$ cat src/rtl/rr_arb_mux.sv
// N-channel registered multiplexer with valid/ready handshakes on every channel.
// Selects a channel by fixed index (mode 0) or by round-robin arbitration (mode 1).
module rr_arb_mux #(
  parameter int WIDTH = 32,
  parameter int N_CH  = 4,
  parameter int SEL_W = $clog2(N_CH)
) (
  input  logic                    clk,
  input  logic                    rst,
  input  logic [N_CH*WIDTH-1:0]   in_data,
  input  logic [N_CH-1:0]         in_valid,
  output logic [N_CH-1:0]         in_ready,
  input  logic                    mode,
  input  logic [SEL_W-1:0]        sel,
  output logic [WIDTH-1:0]        out_data,
  output logic                    out_valid,
  input  logic                    out_ready,
  output logic [SEL_W-1:0]        out_ch
);

  function automatic logic [SEL_W-1:0] next_idx(input logic [SEL_W-1:0] i);
    return (i == SEL_W'(N_CH - 1)) ? '0 : i + 1'b1;
  endfunction

  logic [WIDTH-1:0] ch_data [N_CH];
  logic [WIDTH-1:0] data_p1;
  logic [SEL_W-1:0] ch_p1;
  logic [SEL_W-1:0] ptr_p1;
  logic             vld_p1;
  logic             load_en;
  logic             sel_ok;
  logic             gnt_vld;
  logic [SEL_W-1:0] gnt_idx;

  for (genvar g = 0; g < N_CH; g++) begin : g_split
    assign ch_data[g] = in_data[g*WIDTH +: WIDTH];
  end

  // Out-of-range sel only exists when N_CH is not a power of two.
  if ((1 << SEL_W) == N_CH) begin : g_pow2
    assign sel_ok = 1'b1;
  end else begin : g_npow2
    assign sel_ok = (int'(sel) < N_CH);
  end

  // Stage p0: grant selection
  assign load_en = !vld_p1 || out_ready;

  always_comb begin
    int               idx;
    logic [SEL_W-1:0] cand;
    gnt_vld = 1'b0;
    gnt_idx = '0;
    idx     = 0;
    cand    = '0;
    if (load_en && !rst) begin
      if (!mode) begin
        if (sel_ok && in_valid[sel]) begin
          gnt_vld = 1'b1;
          gnt_idx = sel;
        end
      end else begin
        for (int k = 0; k < N_CH; k++) begin
          idx = int'(ptr_p1) + k;
          if (idx >= N_CH) idx = idx - N_CH;
          cand = SEL_W'(idx);
          if (!gnt_vld && in_valid[cand]) begin
            gnt_vld = 1'b1;
            gnt_idx = cand;
          end
        end
      end
    end
  end

  assign in_ready = gnt_vld ? (N_CH'(1) << gnt_idx) : '0;

  // Stage p1: output register and round-robin pointer
  always_ff @(posedge clk) begin
    if (rst) begin
      vld_p1  <= 1'b0;
      data_p1 <= '0;
      ch_p1   <= '0;
      ptr_p1  <= '0;
    end else if (load_en) begin
      vld_p1 <= gnt_vld;
      if (gnt_vld) begin
        data_p1 <= ch_data[gnt_idx];
        ch_p1   <= gnt_idx;
        if (mode) ptr_p1 <= next_idx(gnt_idx);
      end
    end
  end

  assign out_data  = data_p1;
  assign out_valid = vld_p1;
  assign out_ch    = ch_p1;

endmodule

$ cat config.mk
export PLATFORM = sky130hd
export DESIGN_NAME = rr_arb_mux
export DESIGN_NICKNAME = d
export VERILOG_FILES = /design/src/rtl/rr_arb_mux.sv
export SDC_FILE = /design/constraint.sdc
export NUM_CORES = 1
export LEC_CHECK = 0
export ABC_AREA = 1
export CORE_UTILIZATION = 43
export DETAILED_ROUTE_END_ITERATION = 7
export GPL_ROUTABILITY_DRIVEN = 0
export PLACE_DENSITY_LB_ADDON = 0.25
export SKIP_CTS_REPAIR_TIMING = 1
export SLEW_MARGIN = 20
export SYNTH_ARGS = -nofsm -noshare
export SYNTH_HDL_FRONTEND = slang
export SYNTH_SLANG_ARGS = --single-unit
$ cat constraint.sdc
create_clock -name clk -period 5.6 [get_ports clk]
set_clock_uncertainty 0.1 [all_clocks]
set_input_delay 1.68 -clock clk [delete_from_list [all_inputs] [get_ports clk]]
set_output_delay 1.68 -clock clk [all_outputs]
set_load 0.05 [all_outputs]
==> results of run 1 <==
[worst max-delay path, cell delays in order]
cell and delay, ns:
clkdlybuf4s50_1 0.50, inv_1 0.06, nand2_1 0.08, nand3_1 0.11, nand2_2 0.13, inv_1 0.07, nand3_1 0.09, nand2_1 0.10
o21ai_4 0.16, nand2_2 0.11, ha_1 0.21, inv_1 0.05, nor2_1 0.04, buf_4 0.18
[per-layer routing]
metal	wire length, µm	GRT usage (%)
met5	0	0
met4	240	9.24
met3	795	6.06
met2	4810	47.8
met1	4020	27.4
[cells in the final DEF, fill, tap and decap left out, drive strengths merged, types with 5 or more instances in the layout]
cell type      instances
o21ai                  6
clkbuf                 7
nand2                273
buf                   12
nand3                138
dfxtp                 37
a21oi                  5
inv                   80
clkdlybuf4s50        172
nor2                   6
[area by class of cell]
cell class	instances	area share [%]
Sequential cell	37	14.8
Multi-Input combinational cell	433	38.1
Clock buffer	7	1.73
Timing Repair Buffer	184	36.7
Inverter	81	6.18
Tap cell	99	2.48
[kinds of logic (layout without fill, tap and decap cells)]
logic type | count (synthesis) | in the layout | share of synthesized area, %
buf+inv | 119 | 272 | 18.0
simple gates | 419 | 419 | 56.1
fa+ha+maj | 1 | 1 | 0.389
flops | 37 | 37 | 23.1
compound gates | 13 | 13 | 2.42
[sequential cells by signal, summed over array words and instances, names as in the netlist]
signal,cells
out_valid,1
out_ch,2
out_data,32
ptr_p1,2
[Yosys cell counts (3+ instances only)]
cell type	n	area, µm²
clkbuf_1	3	11.3
nor2_1	5	18.8
dfxtp_1	37	741
inv_2	4	15.0
nand2_2	10	62.6
nand3_1	136	681
a21oi_1	4	20.0
inv_1	75	282
buf_2	15	75.1
nand2_1	263	987
buf_6	9	101
o21ai_0	4	20.0
buf_4	11	82.6
[how the worst min path moves through the flow]
stage,start,end,slack [ns],depth (start not counted)
CTS,out_data[7]$_SDFFE_PP0P_,out_data[7]$_SDFFE_PP0P_,0.37,2
floorplan,ptr_p1[1]$_SDFFE_PP0P_,ptr_p1[1]$_SDFFE_PP0P_,0.44,2
detailed placement,out_data[7]$_SDFFE_PP0P_,out_data[7]$_SDFFE_PP0P_,0.36,2
global route,out_ch[0]$_SDFFE_PP0P_,out_ch[0]$_SDFFE_PP0P_,0.40,2
global placement,out_ch[1]$_SDFFE_PP0P_,out_ch[1]$_SDFFE_PP0P_,0.35,2
finish,out_data[7]$_SDFFE_PP0P_,out_data[7]$_SDFFE_PP0P_,0.37,2
[per-stage QoR]
| step | hold slack, ns | instance area [µm²] | cells |
|---|---|---|---|
| 6_report | 0.369 | 5000 | 841 |
| 5_1_grt | 0.396 | 5000 | 841 |
| 4_1_cts | 0.372 | 5000 | 841 |
| 3_5_place_dp | 0.362 | 4920 | 834 |
| 3_3_place_gp | 0.354 | 4920 | 834 |
| 2_1_floorplan | 0.439 | 3210 | 589 |
[power by group]
part,total (W),switching (W),internal (W)
clock network,0.000183,0.0000858,0.0000976
registers,0.000318,0.0000197,0.000299
logic,0.000554,0.000333,0.000222
total,0.00106,0.000438,0.000618
==> metrics, run 1 <==
Seq/Total Area, Yosys between 20% and 30%; CTS tree done; largest net degree at the start of global routing between 90 and 100; Final Critical Period between 5 and 6 ns; Reg2Reg Setup Slack around 2.7 ns; total power approximately 0.0011 W; area of the die between 7000 and 8000 µm²; Finished Core Util around 69%; core area roughly 7300 µm²; CP Class primary input to output port; Max Slew Vio Count 0; CP Data Required Time 3.82 ns; R2R Path Start ptr_p1[0]$_SDFFE_PP0P_; Num Clock Sinks 37; outcome finished clean; Setup Viol. Count Final 0; die height roughly 88 µm; sum of negative setup slack 0 ns; DRC 0; Post-Syn Area 3210 µm²; cells after synthesis ~600; post-synthesis register bit count 37; Final ANT Viol Nets 0; relative slew slack 35.8%; CTS Root Cell clkbuf_8; worst vdd ir between 0.00009 and 0.0001 V; H-tree depth 2; Maximum Capacitance Violations 0; vias post-DR ~4000; 1st-iter DRT viols between 150 and 200; CP startpoint kind primary input; crit-path max FO 6; Total GRT Usage ~25%; Net count, final around 880; num ports approximately 180; Worst-path clk slew 0.07 ns; initial antenna violation count 0; CP arrival 3.56 ns; worst r2r path cells 15; Mapped Nets between 700 and 800; main flop type after synthesis dfxtp_1; clock network latency to the later pin of the worst-skew pair around 0.28 ns; Final Hold Fails 0; fillers approximately 660; Post-Route WL 9870 µm; CP Capture Point in_ready[0]; Tcrit/Tclk final between 90% and 100%; die width roughly 90 µm; Hold Crit Class register to register; pwr dens 211 nW/µm²; worst-margin pin slew roughly 0.96 ns; crit end category output port; Post-synth ARST share 0%; multi-input logic area around 1900 µm²; warnings from Yosys 0; Worst Setup SP in_valid[2]; RSZ-0062 raised after global routing false; Starting Density roughly 44%; drt pass-1 iters 4; final worst slack 0.262 ns; Syn Area/Cell around 5.5 µm²; number of global-route vias before repair about 3700; GRT overflow 0; Longest Clk Path Bufs 2; area grow syn2layout 55.8%; global-route wire length before repair ~16000 µm; post-synth cell types 26; Leak ~2.6 nW; I/O Buffers 176; Via density around 4.8; FP Rows 31; TritonCTS buffer count 5; wire per inst roughly 12 µm; DP HPWL 7300 µm; Place WS about 0.27 ns; EDFF count, synth 0; register area 741 µm²; number of diodes 0; Max Fclk around 0.19 GHz; layout cells sized above 1 slightly above 5%; FF-to-FF End out_data[11]$_SDFFE_PP0P_
Power figures use the tool's default switching activity.
==> inputs of run 2 (changes only) <==
CORE_ASPECT_RATIO = 0.9   (was not set)
CORE_UTILIZATION = 40   (was 43)
==> run 2 against run 1 <==
Against the previous run: sequential share of layout area shrank 0.070 points; critical path type unchanged; register-to-register slack gained 0.22 ns; critical path depth unchanged; critical endpoint is now in_ready[2]; clock power increased by 8%; sequential power about the same; count of clock-buffer cells in the layout did not move.
==> metrics, run 2 (synthesized netlist as in run 1, its figures left out) <==
Total GRT Usage around 23%; Max Fclk about 0.18 GHz; pwr dens between 200 and 250 nW/µm²; GRT overflow 0; H-tree depth 2; Via density roughly 4.8; Tcrit/Tclk final between 90% and 100%; relative slew slack between 30 and 40%; clock network latency to the later pin of the worst-skew pair 0.28 ns; largest net degree at the start of global routing 65; area grow syn2layout 56.5%; total power ~0.0011 W; FP Rows 30; crit end category output port; I/O Buffers 176; Clk pwr share 18.4%; Final Hold Fails 0; max reg flops 32; Critical Path Most Common Cell nand2_1; Longest Clk Path Bufs 2; CTS tree done; Final ANT Viol Nets 0; combinational share of power 51.8%; Flop pwr share between 20% and 30%; num ports between 150 and 200; Worst-path clk slew 0.07 ns; Leak about 2.7 nW; global-route wire length before repair roughly 16000 µm; hold_ws approximately 0.37 ns; crit-path max FO 15; most frequent cells in the layout 263 x nand2_1, 172 x clkdlybuf4s50_1, 135 x nand3_1; CP Class primary input to output port; Crit-path slowest cell clkdlybuf4s50_1; DP HPWL around 7400 µm; worst-margin pin slew 0.947 ns; most common cell after layout, fill and taps aside nand2_1; Post-Route WL 9930 µm; CP Data Required Time ~3.8 ns; RSZ-0062 raised after global routing false; sum of negative setup slack 0 ns; initial antenna violation count 0; worst vdd ir between 0.00008 and 0.00009 V; number of diodes 0; 1st-iter DRT viols 122; CTS Root Cell clkbuf_8; cell breakdown of the critical path clkdlybuf4s50_1, inv_1, nand2_1, nand3_1, nand2_2, nor2_4, nand3b_1, nand3_1, nand2_1, nand2_1, nand3_4, buf_4, a21oi_1, buf_4; Hold Crit Class register to register; Maximum Capacitance Violations 0; CP startpoint kind primary input; area of the die 8390 µm²; core area ~7700 µm²; Sw Pwr 0.000441 W; Starting Density between 40% and 50%; vias post-DR 4015; Switching Fraction about two fifths; drt pass-1 iters 5; DRC 0; die width slightly below 100 µm; CP peak stage delay 0.42 ns; Num Clock Sinks 37; Net count, final between 800 and 900; TritonCTS buffer count 5; number of global-route vias before repair 3560; wire per inst about 12 µm; Max Slew Vio Count 0; Final Critical Period 5.42 ns; layout cells sized above 1 between 5 and 6%; die height a little under 90 µm; Setup Viol. Count Final 0; CP arrival 3.64 ns; Internal Power around 0.00063 W; outcome finished clean
[run 2: layout make-up]
cell class                 count  area, µm²
multi-input combinational    433       1910
fill                         706       2630
inverter                      81        309
clock inverter                 1       5.00
sequential                    37        741
tap                           96        120
clock buffer                   7       96.3
timing repair buffer         185       1840
[run 2: per-layer routing]
metal  vias up  wire [µm]  GRT usage, %
li1       2115          -             -
met1      1732       4150          25.6
met2       162       4640          43.4
met3         6       1080          6.63
met4         0         57          3.88
met5         -          0             0
[run 2: worst paths after layout]
| path | start | end | slack (ns) | depth (start not counted) |
|---|---|---|---|---|
| setup / recovery | in_valid[3] | in_ready[2] | 0.18 | 14 |
| hold / removal | out_data[5]$_SDFFE_PP0P_ | out_data[5]$_SDFFE_PP0P_ | 0.37 | 2 |
| setup reg to reg | ptr_p1[0]$_SDFFE_PP0P_ | out_data[6]$_SDFFE_PP0P_ | 2.88 | 15 |
| hold reg to reg | out_data[5]$_SDFFE_PP0P_ | out_data[5]$_SDFFE_PP0P_ | 0.37 | 2 |
[run 2: metrics by stage]
step / std cells / util (%) / instance area (µm²) / setup WS, ns
5_1_grt: 840 / 65.7 / 5030 / 0.0298
4_1_cts: 840 / 65.6 / 5020 / 0.169
3_3_place_gp: 832 / 64.3 / 4920 / 0.237
3_5_place_dp: 832 / 64.3 / 4920 / 0.172
6_report: 840 / 65.7 / 5030 / 0.175
2_1_floorplan: 589 / - / 3210 / 0.341
[run 2: critical path: cells and delay by family]
family                 cells  cell delay, ns
AND/OR/NAND/NOR            9            0.90
buffers and inverters      4            0.95
AO/OA/AOI/OAI              1            0.12
[run 2: power groups by stage]
stage | combinational [W] | clock, W | sequential, W
after floorplan | 0.000240 | 0 | 0.000439
after global placement | 0.000550 | 0 | 0.000324
after detailed placement | 0.000557 | 0 | 0.000325
after CTS | 0.000558 | 0.000204 | 0.000319
after global routing | 0.000604 | 0.000216 | 0.000323
final | 0.000556 | 0.000198 | 0.000319
==> inputs of run 3 (changes only) <==
ABC_AREA = not set   (was 1)
CORE_UTILIZATION = 39   (was 40)
==> run 3 against run 2 <==
Against the previous run: fmax shrank 0.37%; largest power group unchanged; critical path depth shrank 6; routed wire length shrank 12%; synthesized area shrank 17%; worst setup slack lost 0.020 ns; count of clock-buffer cells in the layout is the same; clock power shrank 5%; cell count shrank 38%; register-to-register slack gained 0.20 ns; critical path type unchanged; first-iteration DRC count shrank 34%.
==> metrics, run 3 <==
outcome finished clean; RSZ-0062 raised after global routing false; die width ~89 µm; clock network latency to the later pin of the worst-skew pair approximately 0.29 ns; Flop pwr share roughly a third; CTS tree done; R2R Path Start out_valid$_SDFFE_PP0N_; TritonCTS buffer count 5; cells after synthesis 272; Leak 1.61 nW; FF-to-FF End out_data[25]$_SDFFE_PP0P_; Maximum Capacitance Violations 0; final cell count without fillers 525; number of diodes 0; Reg2Reg Setup Slack 3.08 ns; Via density 5.37; main flop type after synthesis dfxtp_1; initial antenna violation count 0; Sw Pwr roughly 0.00038 W; Longest Clk Path Bufs 2; post-synth cell types 34; hold wc startpoint out_ch[1]$_SDFFE_PP0P_; Post-DP Area around 4500 µm²; GRT overflow 0; combinational share of power about half; Hold Path Depth 2; die height between 80 and 90 µm; Starting Density between 40% and 50%; Seq/Total Area, Yosys 27.8%; fillers 545; CP Class primary input to output port; Max Fclk between 0.15 and 0.2 GHz; Net count, final 574; placed cell count 518; Worst Hold End out_ch[1]$_SDFFE_PP0P_; wire per inst about 17 µm; post-synthesis mux area share 14.2%; Syn Area/Cell about 10 µm²; CP Data Required Time between 3 and 4 ns; Post-Synth Adder-Cell Area less than 1%; Yosys top cell area share between 20% and 30%; most frequent cells in the layout 172 x clkdlybuf4s50_1, 37 x dfxtp_1, 35 x nand2b_1; largest net degree at the start of global routing 65; met2 GRT Util between 40% and 50%; met1 Use GR 27.1%; vias post-DR about 2800; worst-margin pin slew approximately 0.85 ns; H-tree depth 2; Worst-path clk slew around 0.070 ns; Num Clock Sinks 37; Total GRT Usage 24.1%; Post-synth ARST share 0%; core area ~6600 µm²; Tcrit/Tclk final approximately 97%; Final Critical Period between 5 and 6 ns; number of global-route vias before repair ~2700; 1st-iter DRT viols 80; top-count cell post-synth dfxtp_1; Synth Area in Simple Gates 20.8%; crit-path max FO 8; Commonest cells post-synth 37 x dfxtp_1, 36 x nand2b_1, 33 x mux2i_1, 32 x a211oi_1, 32 x and3_1; Post-Syn Area 2670 µm²; relative slew slack roughly 43%; CP startpoint kind primary input; gr busiest metal met2; Post-Synth XOR/XNOR Area 0%; area of the die just over 7000 µm²; CP arrival ~3.7 ns; area leader, netlist dfxtp_1; Post-Route WL just under 9000 µm; max reg flops 32; most common cell after layout, fill and taps aside clkdlybuf4s50_1; cell breakdown of the critical path clkdlybuf4s50_1, nor2b_1, o21a_1, o31ai_4, nand2_2, ha_1, and2_1, buf_4; DRC 0; Clk pwr share between 10% and 20%; Max Slew Vio Count 0; worst vdd ir ~0.00011 V; I/O Buffers 176; Mapped Nets just over 400; met3 usage under 10%; global-route wire length before repair between 10000 and 15000 µm; Hold Crit Class register to register; post-synthesis compound-gate area fraction between 30 and 40%; worst r2r path cells 8; area grow syn2layout 70.9%; drt pass-1 iters 5; num ports ~180; layout cells sized above 1 roughly an eighth; EDFF count, synth 0; post-synthesis register bit count 37; Crit-path slowest cell clkdlybuf4s50_1; pwr dens roughly 220 nW/µm²; Final ANT Viol Nets 0; DP HPWL 6430 µm; CP peak stage delay 0.60 ns; warnings from Yosys 0; CTS Root Cell clkbuf_8; Setup Viol. Count Final 0; design area 4550 µm²; Switching Fraction a little under two fifths; sum of negative setup slack 0 ns; crit end category output port; FP Rows 28; most area-consuming cells after synthesis dfxtp_1 28%, a221oi_2 17%, mux2i_1 12%; main combinational cell family by area after synthesis compound AO/OA/AOI/OAI gates; Final Hold Fails 0; Internal Power ~0.00063 W
==> run 3: worst max-delay path: cells and delay by family <==
family | cells | cell delay [ns]
buffers and inverters | 2 | 0.78
AOI/OAI and AO/OA | 2 | 0.60
and+or+nand+nor | 3 | 0.38
adders and majority gates | 1 | 0.21
==> run 3: metrics by stage <==
step                      hold slack, ns  util, %  setup slack (ns)  power [W]
after floorplan                    0.374        -             0.263   0.000619
after global placement             0.358     67.8             0.275   0.000814
after detailed placement           0.356     67.8             0.153   0.000822
after CTS                          0.366     69.1             0.155    0.00101
after global routing               0.392     69.1            0.0546    0.00105
final                              0.366     69.1             0.155    0.00100
==> run 3: cell type report <==
cell class	count	area, µm²	share of cell area (%)
multi-input combinational	204	1760	38.7
timing repair buffer	185	1840	40.5
sequential	37	741	16.3
inverter	2	7.51	0.165
clock buffer	7	86.3	1.90
tap	90	113	2.47
==> run 3: logic make-up (layout without fill, tap and decap cells) <==
family	count (synthesis)	count (layout)
AO/OA/AOI/OAI	77	77
adder cells (fa/ha/maj)	1	1
flip-flops	37	37
multiplexers	36	36
AND/OR/NAND/NOR	90	90
buffers and inverters	31	194
==> run 3: worst max path at each step <==
stage                      startpoint     endpoint  slack [ns]  depth (start not counted)
after floorplan             out_ready  in_ready[2]        0.26                          9
after global placement    in_valid[3]  in_ready[0]        0.27                          8
after detailed placement  in_valid[3]  in_ready[0]        0.15                          8
after CTS                 in_valid[3]  in_ready[0]        0.16                          8
after global routing      in_valid[3]  in_ready[0]        0.05                          8
final                     in_valid[3]  in_ready[0]        0.16                          8
==> run 3: power by group through the flow <==
stage          Combinational [W]  Sequential [W]  Clock [W]
2_1_floorplan           0.000157        0.000462          0
3_3_place_gp            0.000487        0.000327          0
3_5_place_dp            0.000493        0.000329          0
4_1_cts                 0.000494        0.000324   0.000193
5_1_grt                 0.000516        0.000328   0.000203
6_report                0.000491        0.000324   0.000189
==> run 3: routing by layer <==
metal	up-vias	share of wire [%]
met5	-	0
met4	0	1.1
met3	9	10
met2	138	48
met1	1297	40
li1	1376	-
